**src/rtl/grf_write_arbiter.sv**
```systemverilog
// Write-port arbiter for the general register file: pipeline writeback always wins,
// secondary-unit writes are queued and drained in idle pipeline slots.
module grf_write_arbiter #(
  parameter int DEPTH = 4
) (
  input  logic                    clk,
  input  logic                    reset,
  input  logic                    p_we,
  input  logic [4:0]              p_addr,
  input  logic [31:0]             p_data,
  input  logic [31:0]             p_pc,
  input  logic                    s_valid,
  output logic                    s_ready,
  input  logic [4:0]              s_addr,
  input  logic [31:0]             s_data,
  input  logic [31:0]             s_pc,
  input  logic [4:0]              q_addr,
  output logic                    q_hit,
  output logic [$clog2(DEPTH):0]  count,
  output logic                    RegWr,
  output logic [4:0]              A3,
  output logic [31:0]             WD,
  output logic [31:0]             now_pc
);

  localparam int PW = $clog2(DEPTH);
  localparam int CW = PW + 1;
  localparam logic [CW-1:0] DEPTH_C   = CW'(DEPTH);
  localparam logic [CW-1:0] ONE_C     = CW'(1);
  localparam logic [CW-1:0] ZERO_C    = CW'(0);
  localparam logic [PW-1:0] PTR_ONE_C = PW'(1);
  localparam logic [PW-1:0] PTR_ZERO_C = PW'(0);

  logic          valid_r [DEPTH];
  logic [4:0]    addr_r  [DEPTH];
  logic [31:0]   data_r  [DEPTH];
  logic [31:0]   pc_r    [DEPTH];
  logic [PW-1:0] wr_ptr_r;
  logic [PW-1:0] rd_ptr_r;
  logic [CW-1:0] count_r;

  logic p_wr_s;
  logic push_s;
  logic pop_s;
  logic hit_s;

  // Handshake and slot selection; s_ready uses the registered count only.
  always_comb begin
    s_ready = !reset && (count_r < DEPTH_C);
    p_wr_s  = p_we && (p_addr != 5'd0);
    push_s  = s_valid && s_ready && (s_addr != 5'd0);
    pop_s   = !p_wr_s && (count_r != ZERO_C);
  end

  // Hazard query over live queue entries; register 0 never reports a hit.
  always_comb begin
    hit_s = 1'b0;
    for (int i = 0; i < DEPTH; i++) begin
      hit_s = hit_s | (valid_r[i] && (addr_r[i] == q_addr));
    end
    q_hit = hit_s && (q_addr != 5'd0);
  end

  assign count = count_r;

  // Queue storage: squash older matches, pop head, push tail (push wins over squash).
  always_ff @(posedge clk) begin
    if (reset) begin
      for (int i = 0; i < DEPTH; i++) begin
        valid_r[i] <= 1'b0;
        addr_r[i]  <= 5'd0;
        data_r[i]  <= 32'd0;
        pc_r[i]    <= 32'd0;
      end
      wr_ptr_r <= PTR_ZERO_C;
      rd_ptr_r <= PTR_ZERO_C;
      count_r  <= ZERO_C;
    end else begin
      for (int i = 0; i < DEPTH; i++) begin
        if (p_wr_s && (addr_r[i] == p_addr)) begin
          valid_r[i] <= 1'b0;
        end
      end
      // Popped slots are cleared so stale entries never raise q_hit.
      if (pop_s) begin
        valid_r[rd_ptr_r] <= 1'b0;
        rd_ptr_r          <= rd_ptr_r + PTR_ONE_C;
      end
      if (push_s) begin
        valid_r[wr_ptr_r] <= 1'b1;
        addr_r[wr_ptr_r]  <= s_addr;
        data_r[wr_ptr_r]  <= s_data;
        pc_r[wr_ptr_r]    <= s_pc;
        wr_ptr_r          <= wr_ptr_r + PTR_ONE_C;
      end
      case ({push_s, pop_s})
        2'b10:   count_r <= count_r + ONE_C;
        2'b01:   count_r <= count_r - ONE_C;
        default: count_r <= count_r;
      endcase
    end
  end

  // Registered GRF write port; a squashed head drains with RegWr low.
  always_ff @(posedge clk) begin
    if (reset) begin
      RegWr  <= 1'b0;
      A3     <= 5'd0;
      WD     <= 32'd0;
      now_pc <= 32'd0;
    end else if (p_wr_s) begin
      RegWr  <= 1'b1;
      A3     <= p_addr;
      WD     <= p_data;
      now_pc <= p_pc;
    end else if (pop_s) begin
      RegWr  <= valid_r[rd_ptr_r];
      A3     <= addr_r[rd_ptr_r];
      WD     <= data_r[rd_ptr_r];
      now_pc <= pc_r[rd_ptr_r];
    end else begin
      RegWr  <= 1'b0;
    end
  end

endmodule

```
**config.mk**
```make
export PLATFORM = sky130hd
export DESIGN_NAME = grf_write_arbiter
export DESIGN_NICKNAME = d
export VERILOG_FILES = /design/src/rtl/grf_write_arbiter.sv
export SDC_FILE = /design/constraint.sdc
export NUM_CORES = 1
export LEC_CHECK = 0
export ABC_CLOCK_PERIOD_IN_PS = 4790
export CAP_MARGIN = 25
export CORE_MARGIN = 10
export CORE_UTILIZATION = 59
export CTS_CLUSTER_DIAMETER = 50
export DETAILED_ROUTE_END_ITERATION = 10
export GPL_ROUTABILITY_DRIVEN = 0
export PLACE_DENSITY = 0.85
export RECOVER_POWER = 100
export SKIP_LAST_GASP = 1
export SYNTH_ARGS = -nofsm -noshare
export SYNTH_HDL_FRONTEND = slang
export SYNTH_SLANG_ARGS = --single-unit
export TNS_END_PERCENT = 10
```
**constraint.sdc**
```tcl
create_clock -name clk -period 4.79 [get_ports clk]
set_input_delay 1.1975 -clock clk [delete_from_list [all_inputs] [get_ports clk]]
set_output_delay 1.1975 -clock clk [all_outputs]
set_load 0.05 [all_outputs]
```
==> impl_metrics.tcl <==
set metrics [dict create \
    outcome "finished, violations left" \
    violations "capacitance limit, slew limit" \
    clock-root-buffer "clkbuf_16" \
    syn-mean-instance-area_um2 13.36 \
    slew_headroom_pct -15.33 \
    clock-sinks 359 \
    critical_path_required_ns 3.59 \
    coreArea_um2 26880 \
    grt.total_usage_pct 23.55 \
    switching_share_pct 31.37 \
    reg2reg_from "count[2]" \
    synth_edf_count 276 \
    clock_power_share_pct 31.5 \
    ant_nets 0 \
    hold_viol_final 0 \
    hold_depth 2 \
    drt-wirelength-per-cell_um 22.67 \
    finalCritPeriodShare_pct 88.82 \
    maxCapViolations 3 \
    wirelength_um 40100 \
    layout_common_cells "276 x edfxtp_1, 143 x clkdlybuf4s50_1, 138 x and2_0, 135 x and2_1, 81 x dfxtp_1" \
    post_dp_cell_area_um2 18510 \
    grt_pass1_vias 11060 \
    viasPerCell 5.927 \
    postCtsSetupBuffers 0 \
    synthArstFlopShare_pct 0 \
    route.vias.total 10490 \
    cts_made_buffers 40 \
    synth_area_um2 16100 \
    worst-setup-path-type "input pin to output pin" \
    grt_max_degree 72 \
    post-route-min-period_ns 4.255 \
    hold_path.class "flip-flop to flip-flop" \
    slowest_delay_ns 1.01 \
    start_util_pct 59.90 \
    path_delay_family "buffers and inverters" \
    p_leak_nw 7.102 \
    ctsResizeCount 0 \
    drtPass1Iterations 5 \
    fin_skew_ns 0.01281 \
    syn_inst 1205 \
    p_sw_mw 2.934 \
    synth-seq-cells 359 \
    cts_tree "built" \
    synthDistinctLibCells 42 \
    syn-num-nets 1362 \
    grt-ovfl-total 0 \
    clk_latency_ns 0.52 \
    fmax_mhz 235.0 \
    io_pins 222 \
    crit_chain "clkbuf_1, nor2_2, dlygate4sd3_1" \
    ys.flop_type "edfxtp_1" \
    power_density_nw_per_um2 473.1 \
    route.detailed.drc 0 \
    max_slew.worst_pin.slew_ns 1.730 \
    rows 60 \
    holdWs_ns 0.5388 \
    drv_slew 200 \
    die_area_um2 34290 \
    yosysWarnings 0 \
    port_buffers 221 \
    clk_pin_slew_ns 0.05 \
    cp_data_arrival_time_ns 3.06 \
    rr_worst_depth 7 \
    dp_hpwl_um 24030 \
    hold_buffers 0 \
    slowest_stage "clkbuf_1" \
    drive_gt1_share_pct 11.53 \
    die_w_um 185.2 \
    peakVddDrop_uv 335.8 \
    setup_viol 0 \
    cp_num_buf_inv 2 \
    p_int_mw 6.419 \
    min-delay-start "now_pc[12]" \
    p_total_mw 9.353 \
    fin_area_um2 19770 \
    fin_tns_setup_ns 0 \
    antenna_found_initial 6 \
    die_h_um 185.2 \
    p_comb_share_pct 26.5 \
    start_kind "input pin" \
    power_frac_seq_pct 42.0 \
    crit_start "reset" \
    htree_levels 2 \
    critPathCaptureType "output pin" \
    drt_iter0_drc 990 \
    rsz0062_at_grt "false" \
    grt_pass1_wl_um 62540 \
    nNetsFinal 1549 \
    path_depth 3 \
    areaGrowthSynthToFinish_pct 22.82 \
    seq_area_frac_synth_pct 61.81 \
    mostFrequentLayoutCell "edfxtp_1" \
    clockBufferDepth 3 \
    worstPathMaxFanout 28 \
]
==> cells by family after synthesis <==
group                    after synthesis  synth area share, %
AO/OA/AOI/OAI                        152                6.311
XOR/XNOR                              44                2.394
flip-flops                           359                61.81
multiplexers                          72                9.918
buffers and inverters                105                2.899
AND/OR/NAND/NOR                      463                15.85
adder cells (fa/ha/maj)               10               0.8239
==> registers in the layout, indices dropped and copies added, names as in the netlist, 2 cells and up, named ones only <==
register and count:
now_pc 32, WD 32, addr_r 20, A3 5, count 3, data_r 128
valid_r 4, pc_r 128, rd_ptr_r 2, wr_ptr_r 2
==> synth_stat cells (4+ instances only) <==
cell | number | share of area, %
mux4_2 | 70 | 9.8
ha_1 | 9 | 0.70
buf_4 | 5 | 0.23
inv_1 | 8 | 0.19
nor2_1 | 74 | 1.7
a21oi_1 | 73 | 2.3
nand3_1 | 8 | 0.25
buf_1 | 4 | 0.093
a211oi_1 | 58 | 2.7
clkbuf_1 | 61 | 1.4
nand2_1 | 77 | 1.8
a22o_1 | 4 | 0.22
xnor2_1 | 18 | 0.98
xor2_1 | 26 | 1.4
clkbuf_2 | 4 | 0.12
nor4_1 | 11 | 0.43
a211oi_2 | 9 | 0.70
dfxtp_1 | 83 | 10
and2_1 | 273 | 11
buf_2 | 19 | 0.59
nor3b_1 | 4 | 0.19
edfxtp_1 | 276 | 51
==> power by group through the flow <==
stage	Clock [mW]	Combinational [mW]	Sequential, mW
global placement	0	2.46	4.01
finish	2.95	2.48	3.93
global route	3.09	2.66	3.97
floorplan	0	1.41	4.27
detailed placement	0	2.52	4.00
CTS	2.97	2.54	3.94
==> area by class of cell <==
type | instances | area (um2)
fill | 1715 | 7104
tap | 341 | 426.7
clock buffer | 59 | 1134
timing repair buffer | 241 | 2392
clock inverter | 13 | 126.4
antenna | 6 | 15.01
inverter | 9 | 36.28
sequential | 359 | 9957
multi-input combinational | 741 | 5684
==> worst paths after layout <==
check | end | slack, ns
setup / recovery | s_ready | 0.54
hold / removal | now_pc[12] | 0.54
setup reg to reg | addr_r[0][1] | 1.51
hold reg to reg | now_pc[12] | 0.54
==> worst register-to-register path, stage by stage, from the launching register on <==
cell and delay (ns):
dfxtp_1 0.39, nor2_2 0.14, and2_0 0.43, o21a_1 0.37, inv_4 0.11, nor3_1 0.23, clkbuf_2 1.14, and2_0 0.31
==> routing by layer <==
layer	part of all wire [%]	global-route usage [%]	wire length, um	vias to the layer above
li1	-	-	-	4726
met1	39	29.45	15600	5223
met2	50	40.03	20180	459
met3	8.0	4.839	3206	77
met4	2.8	7.932	1117	0
met5	0	0	0	-
==> metrics by stage <==
| stage | setup slack (ns) | std cells | util, % |
|---|---|---|---|
| final | 0.5355 | 1769 | 73.57 |
| after global routing | 0.3475 | 1766 | 73.54 |
| after CTS | 0.7734 | 1761 | 73.57 |
| after detailed placement | 0.6864 | 1689 | 68.88 |
| after global placement | 0.7580 | 1688 | 68.78 |
| after floorplan | 0.6788 | 1205 | - |
Power figures use the tool's default switching activity.
==> edit (same settings) <==
`DEPTH`: 4 -> 8.
--- a/src/rtl/grf_write_arbiter.sv
+++ b/src/rtl/grf_write_arbiter.sv
@@ -1,7 +1,7 @@
 // Write-port arbiter for the general register file: pipeline writeback always wins,
 // secondary-unit writes are queued and drained in idle pipeline slots.
 module grf_write_arbiter #(
-  parameter int DEPTH = 4
+  parameter int DEPTH = 8
 ) (
   input  logic                    clk,
   input  logic                    reset,
Ports: changed (resized count); port bits go from 222 to 223. No check against the original RTL was run, so the function may have changed too.
==> edit against the original RTL <==
The run still ends with capacitance limit, slew limit left. Routed wire length increased by 100%. Synthesized cell count increased by 89%. Worst setup slack got worse by 0.28 ns. Sequential cell count increased by 284. Synthesized area increased by 83%. Design area increased by 75%. Hold slack got worse by 0.021 ns. Power increased by 71%. Critical path type is now primary input to flip-flop. Critical endpoint is now valid_r[5]. Highest routed layer is now met5.
==> edit: results (changes against the original RTL) <==
cells_and_area:
  nNonClkBuffers: 272  # was 241
  num-multi-input-gates: 1457  # was 741
  stdcell_count: 3177  # was 1769
  nonClkBufAreaFrac_pct: 7.75  # was 12.1%
  clock_buffers: 98  # was 59
  diodes: 7  # was 6
  fin_area_mm2: 0.0347  # was 0.0198 mm2
  drive_above_1_share_pct: 7.58  # was 11.5%
  fillers: 3182  # was 1715
  nNetsFinal: 2603  # was 1549
run:
  cap_violations: 10  # was 3
outcome:
  violations: "capacitance limit, slew limit"  # unchanged
  status: "finished, violations left"  # unchanged
drt:
  drt_iter0_markers: 2103  # was 990
sta:
  maxSlewViolCount: 591  # was 200
  relSlewSlack_pct: -80.9  # was -15.3%
  finClkSkew_ns: 0.0198  # was 0.0128 ns
  hold_ws_ns: 0.517  # was 0.539 ns
setup_path:
  crit_fanout: 43  # was 28
  ff2ff_path_depth: 5  # was 7
  rrSetupSlack_ns: 1.13  # was 1.51 ns
  crit_start: "p_addr[2]"  # was reset
  crit_end: "valid_r[5]"  # was s_ready
  worst_r2r_endpoint: "WD[3]"  # was addr_r[0][1]
logic_synthesis:
  yosys-top-cells-area: "edfxtp_1 56%, and2_1 12%, mux2i_1 8.8%"  # was edfxtp_1 51%, and2_1 11%, dfxtp_1 10%
  synth.most_common_cell: "and2_1"  # was edfxtp_1
  syn_area_per_cell_um2: 13.0  # was 13.4 um2
  ys_seq_area_share_pct: 62.5  # was 61.8%
  ys_top_cells_by_count: "554 x and2_1, 552 x edfxtp_1, 259 x mux2i_1, 140 x a21oi_1, 128 x a22oi_1"  # was 276 x edfxtp_1, 273 x and2_1, 83 x dfxtp_1, 77 x nand2_1, 74 x nor2_1
  synth_cell_types: 50  # was 42
grt:
  grt_pass1_vias: 20100  # was 11100
  antenna_found_initial: 10  # was 6
pwr:
  comb_power_mw: 3.85  # was 2.48 mW
  vdd_ir_drop_max_mv: 0.384  # was 0.336 mV
  intPower_mw: 11.0  # was 6.42 mW
placed_design:
  placed_cell_area_mm2: 0.0324  # was 0.0185 mm2
  port_buffers: 222  # was 221
  dp.cells: 3041  # was 1689
clock_network:
  numCtsBuffers: 68  # was 40
  insertion_delay_ns: 0.60  # was 0.52 ns
hold_path:
  whs_endpoint: "A3[4]"  # was now_pc[12]
## edit: cell count changes after synthesis, sizes merged, moves of 54 or more
cell / delta
a211oi: -67
a21oi: +67
a22oi: +128
and2: +281
edfxtp: +276
mux2i: +257
mux4: -59
nand2: -54
nand3: +72
o21ai: +69
## edit: routing by layer
metal | vias to the layer above | wire length, um | track usage (%)
li1 | 8647 | - | -
met1 | 9784 | 31000 | 33.7
met2 | 1027 | 40600 | 45.5
met3 | 184 | 7050 | 4.25
met4 | 6 | 2510 | 10.4
met5 | - | 47 | 0
## edit: kinds of logic (layout without fill, tap and decap cells)
group | after synthesis | in the layout | synth area share, %
AO/OA/AOI/OAI | 358 | 358 | 7.41
buffers and inverters | 173 | 406 | 2.48
multiplexers | 270 | 270 | 9.64
flip-flops | 643 | 643 | 62.5
other | 0 | 7 | 0
AND/OR/NAND/NOR | 736 | 736 | 15.1
adder cells (fa/ha/maj) | 6 | 6 | 0.280
XOR/XNOR | 87 | 87 | 2.59
